--- src/rtl/cmsdk_apb_watchdog_ctrl.sv ---
// APB master sequencer for the CMSDK watchdog: turns start/kick/stop/read
// request pulses into unlock / program / relock register sequences.
module cmsdk_apb_watchdog_ctrl #(
  parameter int KICK_W = 16
) (
  input  logic              PCLK,
  input  logic              PRESET,
  input  logic              start_req,
  input  logic [31:0]       cfg_load,
  input  logic              cfg_inten,
  input  logic              cfg_resen,
  input  logic              kick_req,
  input  logic              stop_req,
  input  logic              rd_req,
  input  logic              auto_kick_en,
  input  logic [KICK_W-1:0] kick_period,
  output logic              PSEL,
  output logic              PENABLE,
  output logic              PWRITE,
  output logic [9:0]        PADDR,
  output logic [31:0]       PWDATA,
  input  logic [31:0]       PRDATA,
  output logic              busy,
  output logic              done,
  output logic [1:0]        done_op,
  output logic [31:0]       rd_data,
  output logic              rd_valid,
  output logic              running
);

  localparam logic [9:0]  ADDR_LOAD   = 10'h000;
  localparam logic [9:0]  ADDR_VALUE  = 10'h001;
  localparam logic [9:0]  ADDR_CTRL   = 10'h002;
  localparam logic [9:0]  ADDR_INTCLR = 10'h003;
  localparam logic [9:0]  ADDR_LOCK   = 10'h300;
  localparam logic [31:0] UNLOCK_KEY  = 32'h1ACCE551;

  localparam logic [1:0] OP_START = 2'd0;
  localparam logic [1:0] OP_KICK  = 2'd1;
  localparam logic [1:0] OP_STOP  = 2'd2;
  localparam logic [1:0] OP_READ  = 2'd3;

  typedef enum logic [1:0] {IDLE, SETUP, ACCESS} state_t;

  typedef struct packed {
    logic        wr;
    logic [9:0]  addr;
    logic [31:0] data;
  } xfer_t;

  state_t            state;
  logic [1:0]        op;
  logic [1:0]        step;
  logic [3:0]        pend;
  logic [3:0]        req_vec;
  logic [3:0]        pend_eff;
  logic [1:0]        launch_op;
  logic [KICK_W-1:0] cnt;
  logic              cnt_en;
  logic              auto_tick;
  logic [31:0]       load_lat;
  logic [1:0]        ctrl_lat;

  function automatic logic [1:0] last_step(input logic [1:0] o);
    case (o)
      OP_START: last_step = 2'd3;
      OP_READ:  last_step = 2'd0;
      default:  last_step = 2'd2;
    endcase
  endfunction

  // Register transfer for step s of sequence o; every write sequence opens
  // with the unlock key and closes by relocking.
  function automatic xfer_t seq_xfer(input logic [1:0] o, input logic [1:0] s,
                                     input logic [31:0] ld, input logic [1:0] ctl);
    seq_xfer = '{wr: 1'b1, addr: ADDR_LOCK, data: 32'h0};
    if (o == OP_READ) begin
      seq_xfer = '{wr: 1'b0, addr: ADDR_VALUE, data: 32'h0};
    end else if (s == 2'd0) begin
      seq_xfer.data = UNLOCK_KEY;
    end else if (s == 2'd1) begin
      case (o)
        OP_START: seq_xfer = '{wr: 1'b1, addr: ADDR_LOAD, data: ld};
        OP_KICK:  seq_xfer = '{wr: 1'b1, addr: ADDR_INTCLR, data: 32'h1};
        default:  seq_xfer = '{wr: 1'b1, addr: ADDR_CTRL, data: 32'h0};
      endcase
    end else if (s == 2'd2 && o == OP_START) begin
      seq_xfer = '{wr: 1'b1, addr: ADDR_CTRL, data: {30'b0, ctl}};
    end
  endfunction

  always_comb begin
    cnt_en    = running && auto_kick_en && (kick_period != '0);
    auto_tick = cnt_en && (cnt == kick_period - KICK_W'(1));
    req_vec           = 4'b0;
    req_vec[OP_START] = start_req;
    req_vec[OP_KICK]  = (kick_req || auto_tick) && running;
    req_vec[OP_STOP]  = stop_req;
    req_vec[OP_READ]  = rd_req;
    // New pulses are folded in so an idle sequencer launches on the same edge.
    pend_eff = pend | req_vec;
    if (pend_eff[OP_STOP])       launch_op = OP_STOP;
    else if (pend_eff[OP_START]) launch_op = OP_START;
    else if (pend_eff[OP_KICK])  launch_op = OP_KICK;
    else                         launch_op = OP_READ;
  end

  assign busy = (pend != 4'b0) || (state != IDLE);

  always_ff @(posedge PCLK) begin
    if (PRESET || !cnt_en || auto_tick) cnt <= '0;
    else                                cnt <= cnt + KICK_W'(1);
  end

  always_ff @(posedge PCLK) begin
    if (state == SETUP && step == 2'd0 && op == OP_START) begin
      load_lat <= cfg_load;
      ctrl_lat <= {cfg_resen, cfg_inten};
    end
  end

  always_ff @(posedge PCLK) begin
    if (PRESET) begin
      state    <= IDLE;
      op       <= OP_START;
      step     <= 2'd0;
      pend     <= 4'b0;
      PSEL     <= 1'b0;
      PENABLE  <= 1'b0;
      PWRITE   <= 1'b0;
      PADDR    <= '0;
      PWDATA   <= '0;
      done     <= 1'b0;
      done_op  <= OP_START;
      rd_data  <= '0;
      rd_valid <= 1'b0;
      running  <= 1'b0;
    end else begin
      done     <= 1'b0;
      rd_valid <= 1'b0;
      pend     <= pend_eff;
      case (state)
        IDLE: begin
          if (pend_eff != 4'b0) begin
            state   <= SETUP;
            op      <= launch_op;
            step    <= 2'd0;
            pend    <= pend_eff & ~(4'b0001 << launch_op);
            PSEL    <= 1'b1;
            PENABLE <= 1'b0;
            {PWRITE, PADDR, PWDATA} <= seq_xfer(launch_op, 2'd0, load_lat, ctrl_lat);
          end
        end
        SETUP: begin
          state   <= ACCESS;
          PENABLE <= 1'b1;
        end
        default: begin
          if (step != last_step(op)) begin
            state   <= SETUP;
            step    <= step + 2'd1;
            PENABLE <= 1'b0;
            {PWRITE, PADDR, PWDATA} <= seq_xfer(op, step + 2'd1, load_lat, ctrl_lat);
          end else begin
            state   <= IDLE;
            PSEL    <= 1'b0;
            PENABLE <= 1'b0;
            PWRITE  <= 1'b0;
            PADDR   <= '0;
            PWDATA  <= '0;
            done    <= 1'b1;
            done_op <= op;
            if (op == OP_READ) begin
              rd_data  <= PRDATA;
              rd_valid <= 1'b1;
            end
            if (op == OP_START) running <= 1'b1;
            if (op == OP_STOP)  running <= 1'b0;
          end
        end
      endcase
    end
  end

endmodule

--- config.mk ---
export PLATFORM = sky130hd
export DESIGN_NAME = cmsdk_apb_watchdog_ctrl
export DESIGN_NICKNAME = d
export VERILOG_FILES = /design/src/rtl/cmsdk_apb_watchdog_ctrl.sv
export SDC_FILE = /design/constraint.sdc
export NUM_CORES = 1
export LEC_CHECK = 0
export BUFFER_PORTS_ARGS = -buffer_cell sky130_fd_sc_hd__buf_4
export CORE_MARGIN = 2
export CORE_UTILIZATION = 41
export CTS_BUF_LIST = sky130_fd_sc_hd__clkbuf_4 sky130_fd_sc_hd__clkbuf_8 sky130_fd_sc_hd__clkbuf_16
export CTS_CLUSTER_SIZE = 30
export DETAILED_ROUTE_END_ITERATION = 16
export GPL_TIMING_DRIVEN = 0
export PLACE_DENSITY_LB_ADDON = 0.25
export SETUP_SLACK_MARGIN = 0.3
export SYNTH_ARGS = -nofsm -noshare
export SYNTH_HDL_FRONTEND = slang
export SYNTH_SLANG_ARGS = --single-unit
--- constraint.sdc ---
create_clock -name PCLK -period 5.1 [get_ports PCLK]
set_input_delay 0.765 -clock PCLK [delete_from_list [all_inputs] [get_ports PCLK]]
set_output_delay 0.765 -clock PCLK [all_outputs]
set_load 0.01 [all_outputs]
==> results of run 1 <==
[layout make-up]
cell class | instances | area share (%)
inverters | 9 | 0.427
multi-input cells | 409 | 32.2
plain buffers | 45 | 3.20
clock buffers | 24 | 6.34
clock inverters | 8 | 1.22
well taps | 180 | 2.85
repair buffers | 164 | 15.6
flip-flops and latches | 134 | 38.2
[path summary, 6_finish.rpt]
path | to | slack [ns]
min | rd_data[15] | 0.46
max | PADDR[8] | 1.82
min reg2reg | rd_data[15] | 0.46
max reg2reg | PWDATA[21] | 2.19
[power breakdown]
part           internal [mW]  switching, mW
sequential              1.15         0.0274
combinational          0.161          0.190
clock                  0.785          0.437
[metal layers]
layer / vias to the layer above / GRT usage [%]
li1: 2490 / -
met2: 140 / 33.0
met3: 21 / 5.77
met5: - / 0
met1: 2401 / 23.9
met4: 0 / 8.10
[cells in the mapped netlist, drive strengths merged (3+ instances only)]
master and instances:
a21oi 56, a221oi 16, a31oi 5, a32o 17, and3 6, buf 14
clkbuf 31, dfxtp 100, edfxtp 34, ha 5, inv 9, mux2i 7
nand2 88, nand3 17, nand4 4, nor2 57, nor2b 3, nor3 7
nor3b 4, nor4 10, o21ai 12, or3 19, xnor2 14, xor2 19
[logic make-up after synthesis]
logic type | after synthesis | share of synthesized area, %
adders and majority gates | 5 | 1.07
DFF | 134 | 51.9
and+or+nand+nor | 227 | 18.9
buffers and inverters | 54 | 4.92
xor gates and xnor gates | 33 | 4.96
other | 1 | 0.0643
muxes | 7 | 1.20
AOI/OAI and AO/OA | 131 | 17.0
[state kept, by name, summed over array words and instances (netlist names)]
register,cells
PWDATA,32
load_lat,32
rd_data,32
cnt,16
pend,4
PADDR,3
ctrl_lat,2
done_op,2
op,2
step,2
PENABLE,1
PSEL,1
PWRITE,1
done,1
rd_valid,1
running,1
state,1
[worst reg2reg max path: stages (launching register included)]
cell and delay (ns):
dfxtp_1 0.36, clkbuf_1 0.30, a21oi_1 0.07, a31oi_1 0.30, nand2_1 0.23, nor4_1 0.98
clkbuf_1 0.41, a32o_1 0.19
==> qor.txt, run 1 <==
vias in the first global route: 4,975
Fin Hold WS: 0.456 ns
PD cells: 348 nW/um^2
max frequency: 305 MHz
clock skew: 0.00894 ns
1st-iter DRT viols: 274
TritonRoute pass-1 iters: 5
final RePlAce weighted congestion: 0.847
worst-margin pin slew: 1.24 ns
routed wire length: 15,000 um
DRC: 0
minimum clock period: 3.28 ns
TritonCTS buffer count: 17
CP bufs+invs: 5
setup TNS: 0 ns
WL/cell: 15.4 um
async set-reset flop share out of synthesis: 0%
RSZ-0062 raised after global routing: no
global route overflow: 0
first-pass GRT wire length: 23,500 um
final instance area: 7910 um^2
most frequent cells in the layout: buf_4, dfxtp_1, nand2_1
Met2 Wirelength: 7380 um
Finished Core Util: 57.0%
hold path depth: 2
pre-CTS WS: 1.40 ns
Antenna Violating Nets Remaining: 0
Synth top area share: 34.3%
Top cell by count, worst path: buf_6
Critical Path AT: 3.54 ns
Clock transition at path regs: 0.05 ns
layout cells sized above 1: 29.8%
maximum vdd drop: 239 uV
CP top delay family: simple AND/OR/NAND/NOR gates
placed cells: 941
Hold WC Path Type: reg -> reg
crit-path max FO: 10
footprint of the multi-input gates: 2540 um^2
fin crit share: 64.2%
metal3 WL: 1010 um
Filler Cells Inserted: 1,244
Port Buffers: 164
# Post-CTS Setup Buffers: 0
initial antenna violation count: 0
clock sinks: 134
post-CTS sizing: 0
Ant. Diodes: 0
cts hold-fix bufs: 0
die width: 123 um
synth-to-layout area growth: 35.7%
vias: 5,052
WS Path Type: in -> reg
Sequential Area: 3020 um^2
Pins Over Slew Limit: 0
Synth Register Bits: 134
Fin. Hold Viols: 0
IO Count: 172
Worst-Skew Late Latency: 0.41 ns
mean post-synth cell area: 9.84 um^2
R2R Path Start: step[0]
Crit path depth: 14
largest net degree at the start of global routing: 35
uppermost layer routed: met4
Unique masters post-synth: 62
Layout Cells excl Fill: 973
relative max-transition margin: 16.7%
total global-route track usage: 19.8%
num rows: 43
CP startpoint: kick_period[0]
Startpoint Class: primary input
WP data required: 5.36 ns
Max stage delay on crit path: 0.52 ns
total power: 2.75 mW
hold path start: rd_data[15]
Worst setup EP type: flop
Synth area leaders: dfxtp_1, edfxtp_1, nand2_1
cell taking the most area after synthesis: dfxtp_1
Final HPWL DP: 11,100 um
r2r worst-path depth: 7
Max stage delay cell, worst path: or4b_4
deepest clock path buffer count: 2
CTS H-tree depth: 4
Die ar.: 15,200 um^2
Top FF cell, synth: dfxtp_1
core box area: 13,900 um^2
max-cap viol count: 0
Synth Cell Area: 5830 um^2
most common cell after layout, fill and taps aside: buf_4
Cell Area, Placed: 7310 um^2
Yosys warnings: 0
sequential fraction of the synthesis area: 51.9%
M1 WL: 6300 um
crit-path cells: buf_4 > inv_1 > ha_1 > or3b_1 > or4b_4 > xnor2_1 > mux2i_1 > o21a_1 > a221oi_2 > buf_6 > a21o_1 > buf_6 > buf_6 > a221oi_2
leakage power total: 3.11 nW
TritonCTS clock tree: yes
Cells after Synth: 592
status: completed
final setup margin: 1.82 ns
starting density of the core: 42.0%
vias per inst: 5.19
Final setup viols: 0
die height: 123 um
nets: 874
root buffer cell: clkbuf_16
number of flops mapped to enable cells by yosys: 34
(Power assumes the default switching activity.)
==> inputs of run 2 (changes only) <==
Clock period 5.1 ns to 2.97 ns, I/O delays scaled along.
==> qor.txt, run 2 (synthesis gave the netlist of run 1 again) <==
core box area: 13,900 um^2
Clock transition at path regs: 0.06 ns
vias in the first global route: 5,037
num rows: 43
vias: 5,160
Top Registers: PWDATA (32), load_lat (32), rd_data (32)
die width: 123 um
status: completed
DRC: 0
die height: 123 um
Startpoint Class: primary input
root buffer cell: clkbuf_16
max frequency: 365 MHz
Port Buffers: 164
starting density of the core: 42.0%
maximum vdd drop: 382 uV
Final setup viols: 0
total power: 4.84 mW
worst-margin pin slew: 0.918 ns
PD cells: 580 nW/um^2
WS Path Type: in -> reg
routed wire length: 15,600 um
deepest clock path buffer count: 2
nets: 892
synth-to-layout area growth: 43.2%
TritonCTS buffer count: 17
Die ar.: 15,200 um^2
final RePlAce weighted congestion: 0.822
Final HPWL DP: 11,100 um
TritonRoute pass-1 iters: 6
leakage power total: 3.26 nW
WL/cell: 15.7 um
uppermost layer routed: met4
fin crit share: 92.4%
initial antenna violation count: 0
Finished Core Util: 60.1%
relative max-transition margin: 38.7%
TritonCTS clock tree: yes
global route overflow: 0
Fin. Hold Viols: 0
Antenna Violating Nets Remaining: 0
final setup margin: 0.227 ns
clock sinks: 134
IO Count: 172
CTS H-tree depth: 4
Worst setup EP type: flop
M1 WL: 6390 um
Met2 Wirelength: 7880 um
max-cap viol count: 0
first-pass GRT wire length: 24,100 um
Critical Path AT: 3.05 ns
clock skew: 0.0116 ns
layout cells sized above 1: 33.3%
Ant. Diodes: 0
crit-path max FO: 5
metal3 WL: 999 um
vias per inst: 5.21
total global-route track usage: 20.4%
largest net degree at the start of global routing: 35
Worst-Skew Late Latency: 0.42 ns
WP data required: 3.28 ns
1st-iter DRT viols: 292
most frequent cells in the layout: buf_4, dfxtp_1, nand2_1
minimum clock period: 2.74 ns
Pins Over Slew Limit: 0
Hold WC Path Type: in -> reg
RSZ-0062 raised after global routing: yes
pre-CTS WS: -0.373 ns
most common cell after layout, fill and taps aside: buf_4
-- run 2: changes by cell type in the layout (fill, tap and decap cells not counted), moves of 3 or more --
cell and delta:
buf_4 +5, clkinv_2 +3, buf_12 +4, clkbuf_4 -5
clkbuf_16 +3, clkinvlp_4 +4, buf_8 +5
-- run 2: through the flow --
step           instance area [um^2]  setup TNS [ns]  std cells  hold slack (ns)
2_1_floorplan                  5900               0        597            0.435
3_3_place_gp                   7350          -12.62        941            0.438
3_5_place_dp                   7360          -13.92        941            0.445
4_1_cts                        8130               0        982            0.184
5_1_grt                        8350               0        991            0.180
6_report                       8350               0        991            0.201
-- run 2: report_power, final --
part	switching [mW]	internal [mW]	leakage, nW
clock	0.777	1.33	0.279
combinational	0.360	0.352	1.86
sequential	0.0484	1.97	1.13
-- run 2: final cells by class --
| type | instances | area (um^2) |
|---|---|---|
| Fill cell | 1147 | 5530 |
| Inverter | 9 | 51.3 |
| Buffer | 45 | 284 |
| Multi-Input combinational cell | 409 | 2640 |
| Timing Repair Buffer | 182 | 1530 |
| Tap cell | 180 | 225 |
| Clock inverter | 14 | 159 |
| Clock buffer | 18 | 439 |
| Sequential cell | 134 | 3020 |
-- run 2: path summary, 6_finish.rpt --
path                                      from     endpoint  slack (ns)  depth (start not counted)
worst max register to register          cnt[9]    PWDATA[9]        0.29                         10
worst min-delay path               cfg_load[1]  load_lat[1]        0.20                          1
worst max-delay path            kick_period[1]    PWDATA[9]        0.23                         14
worst min register to register     rd_data[10]  rd_data[10]        0.45                          2
-- run 2: routing by layer --
layer  vias to the layer above  track usage (%)
met4                         0             8.59
met3                        26             6.00
met5                         -                0
met2                       167             34.4
li1                       2538                -
met1                      2429             24.1
-- run 2: worst max-delay path, cell delays in order --
cell	delay (ns)
buf_12	0.11
inv_12	0.04
ha_4	0.11
or3b_4	0.39
or4b_4	0.52
mux2i_1	0.14
mux2i_1	0.13
o21a_1	0.19
a221oi_2	0.09
buf_6	0.15
a21o_4	0.23
buf_12	0.15
clkbuf_16	0.15
a32o_1	0.20
-- run 2: what timing repair did --
action                                 in CTS  in global routing
resized for setup                          15                 18
hold buffers                                0                  0
gates cloned                                2                  4
buffers inserted                            7                  5
pin swaps                                  15                  8
endpoints found under the hold margin       0                  0
setup endpoints to repair                  39                 55
==> inputs of run 3 (changes only) <==
Settings changed: CELL_PAD_IN_SITES_DETAIL_PLACEMENT set to 0, CELL_PAD_IN_SITES_GLOBAL_PLACEMENT set to 1, CORE_UTILIZATION 41 to 25.
==> qor.txt, run 3 (synthesis gave the netlist of run 1 again) <==
status: completed
DRC: 0
total global-route track usage: 13.9%
layout cells sized above 1: 33.5%
WL/cell: 15.3 um
Critical Path AT: 3.05 ns
IO Count: 172
1st-iter DRT viols: 218
relative max-transition margin: 41.0%
minimum clock period: 2.79 ns
max-cap viol count: 0
crit-path max FO: 10
final RePlAce weighted congestion: 0.743
root buffer cell: clkbuf_16
Clock transition at path regs: 0.06 ns
RSZ-0062 raised after global routing: yes
leakage power total: 3.24 nW
fin crit share: 94.0%
metal3 WL: 1020 um
hold path depth: 1
pre-CTS WS: -0.428 ns
Fin. Hold Viols: 0
Antenna Violating Nets Remaining: 0
R2R Path Start: cnt[5]
Pins Over Slew Limit: 0
vias in the first global route: 4,887
WP data required: 3.23 ns
most frequent cells in the layout: buf_4, dfxtp_1, nand2_1
Final HPWL DP: 12,400 um
uppermost layer routed: met4
WS Path Type: in -> reg
core box area: 22,800 um^2
num rows: 55
most common cell after layout, fill and taps aside: buf_4
Met2 Wirelength: 8260 um
deepest clock path buffer count: 2
Finished Core Util: 37.1%
clock skew: 0.00991 ns
Worst setup EP type: flop
Hold Path End: load_lat[9]
hold path start: cfg_load[9]
global route overflow: 0
nets: 891
max frequency: 358 MHz
first-pass GRT wire length: 26,600 um
PD cells: 563 nW/um^2
Ant. Diodes: 0
Top Registers: PWDATA (32), load_lat (32), rd_data (32)
cts hold-fix bufs: 0
Die ar.: 24,600 um^2
Worst-Skew Late Latency: 0.42 ns
die height: 157 um
Filler Cells Inserted: 2,333
Startpoint Class: primary input
routed wire length: 17,200 um
TritonRoute pass-1 iters: 4
r2r worst-path depth: 11
clock sinks: 134
final setup margin: 0.179 ns
Worst R2R Setup Slack: 0.30 ns
starting density of the core: 25.6%
synth-to-layout area growth: 44.8%
vias per inst: 4.48
reg2reg end: PWDATA[27]
worst-margin pin slew: 0.878 ns
vias: 5,030
Hold WC Path Type: in -> reg
Final setup viols: 0
initial antenna violation count: 0
die width: 157 um
M1 WL: 7730 um
TritonCTS clock tree: yes
CTS H-tree depth: 4
largest net degree at the start of global routing: 25
TritonCTS buffer count: 17
Fin Hold WS: 0.199 ns
Port Buffers: 164
maximum vdd drop: 391 uV
[run 3: cell type report]
class                      instances  area (um^2)  share of cell area, %
sequential                       134         3020                   35.8
buffer                            45          292                   3.45
inverter                           9         51.3                  0.608
clock buffer                      17          425                   5.04
tap                              313          392                   4.64
multi-input combinational        409         2630                   31.2
timing repair buffer             181         1490                   17.6
clock inverter                    15          144                   1.70
[run 3: worst max-delay path: stages]
cell and delay, ns:
buf_12 0.11, inv_12 0.04, ha_4 0.14, or3b_4 0.40, or4b_4 0.52, mux2i_1 0.16, mux2i_1 0.09, o21a_1 0.15
a221oi_4 0.31, buf_6 0.15, a21o_1 0.14, buf_12 0.16, buf_12 0.15, a221oi_4 0.06
[run 3: what timing repair did]
action / in CTS / in global routing
setup buffers: 6 / 7
pin swaps: 6 / 11
cloned: 1 / 2
endpoints found under the setup margin: 50 / 80
gates resized for setup: 10 / 26
[run 3: where the power goes]
part | internal [mW] | total, mW | switching [mW]
registers | 1.97 | 2.02 | 0.0484
logic | 0.336 | 0.700 | 0.364
clock network | 1.17 | 2.03 | 0.863
[run 3: worst max-delay path by stage]
stage                     cells past startpoint      startpoint    endpoint  slack, ns
after global routing                         14  kick_period[1]  PWDATA[29]       0.07
after global placement                       14  kick_period[1]  PWDATA[18]      -0.43
after detailed placement                     14  kick_period[1]  PWDATA[18]      -0.43
final                                        14  kick_period[1]  PWDATA[27]       0.18
after floorplan                              13  kick_period[1]  PWDATA[29]       0.05
after CTS                                    12  kick_period[0]  PWDATA[21]       0.21
[run 3: per-stage QoR]
stage	cells	total power, mW	cell area (um^2)	setup TNS, ns
after floorplan	597	2.39	5900	0
after global placement	1074	2.69	7520	-16.71
after detailed placement	1075	2.70	7540	-16.62
after CTS	1114	4.78	8250	0
after global routing	1123	4.96	8440	0
final	1123	4.75	8440	0
[run 3: metal layers]
layer,GRT usage (%),up-vias
li1,-,2536
met1,17.7,2357
met2,22.5,126
met3,4.62,11
met4,3.84,0
met5,0,-
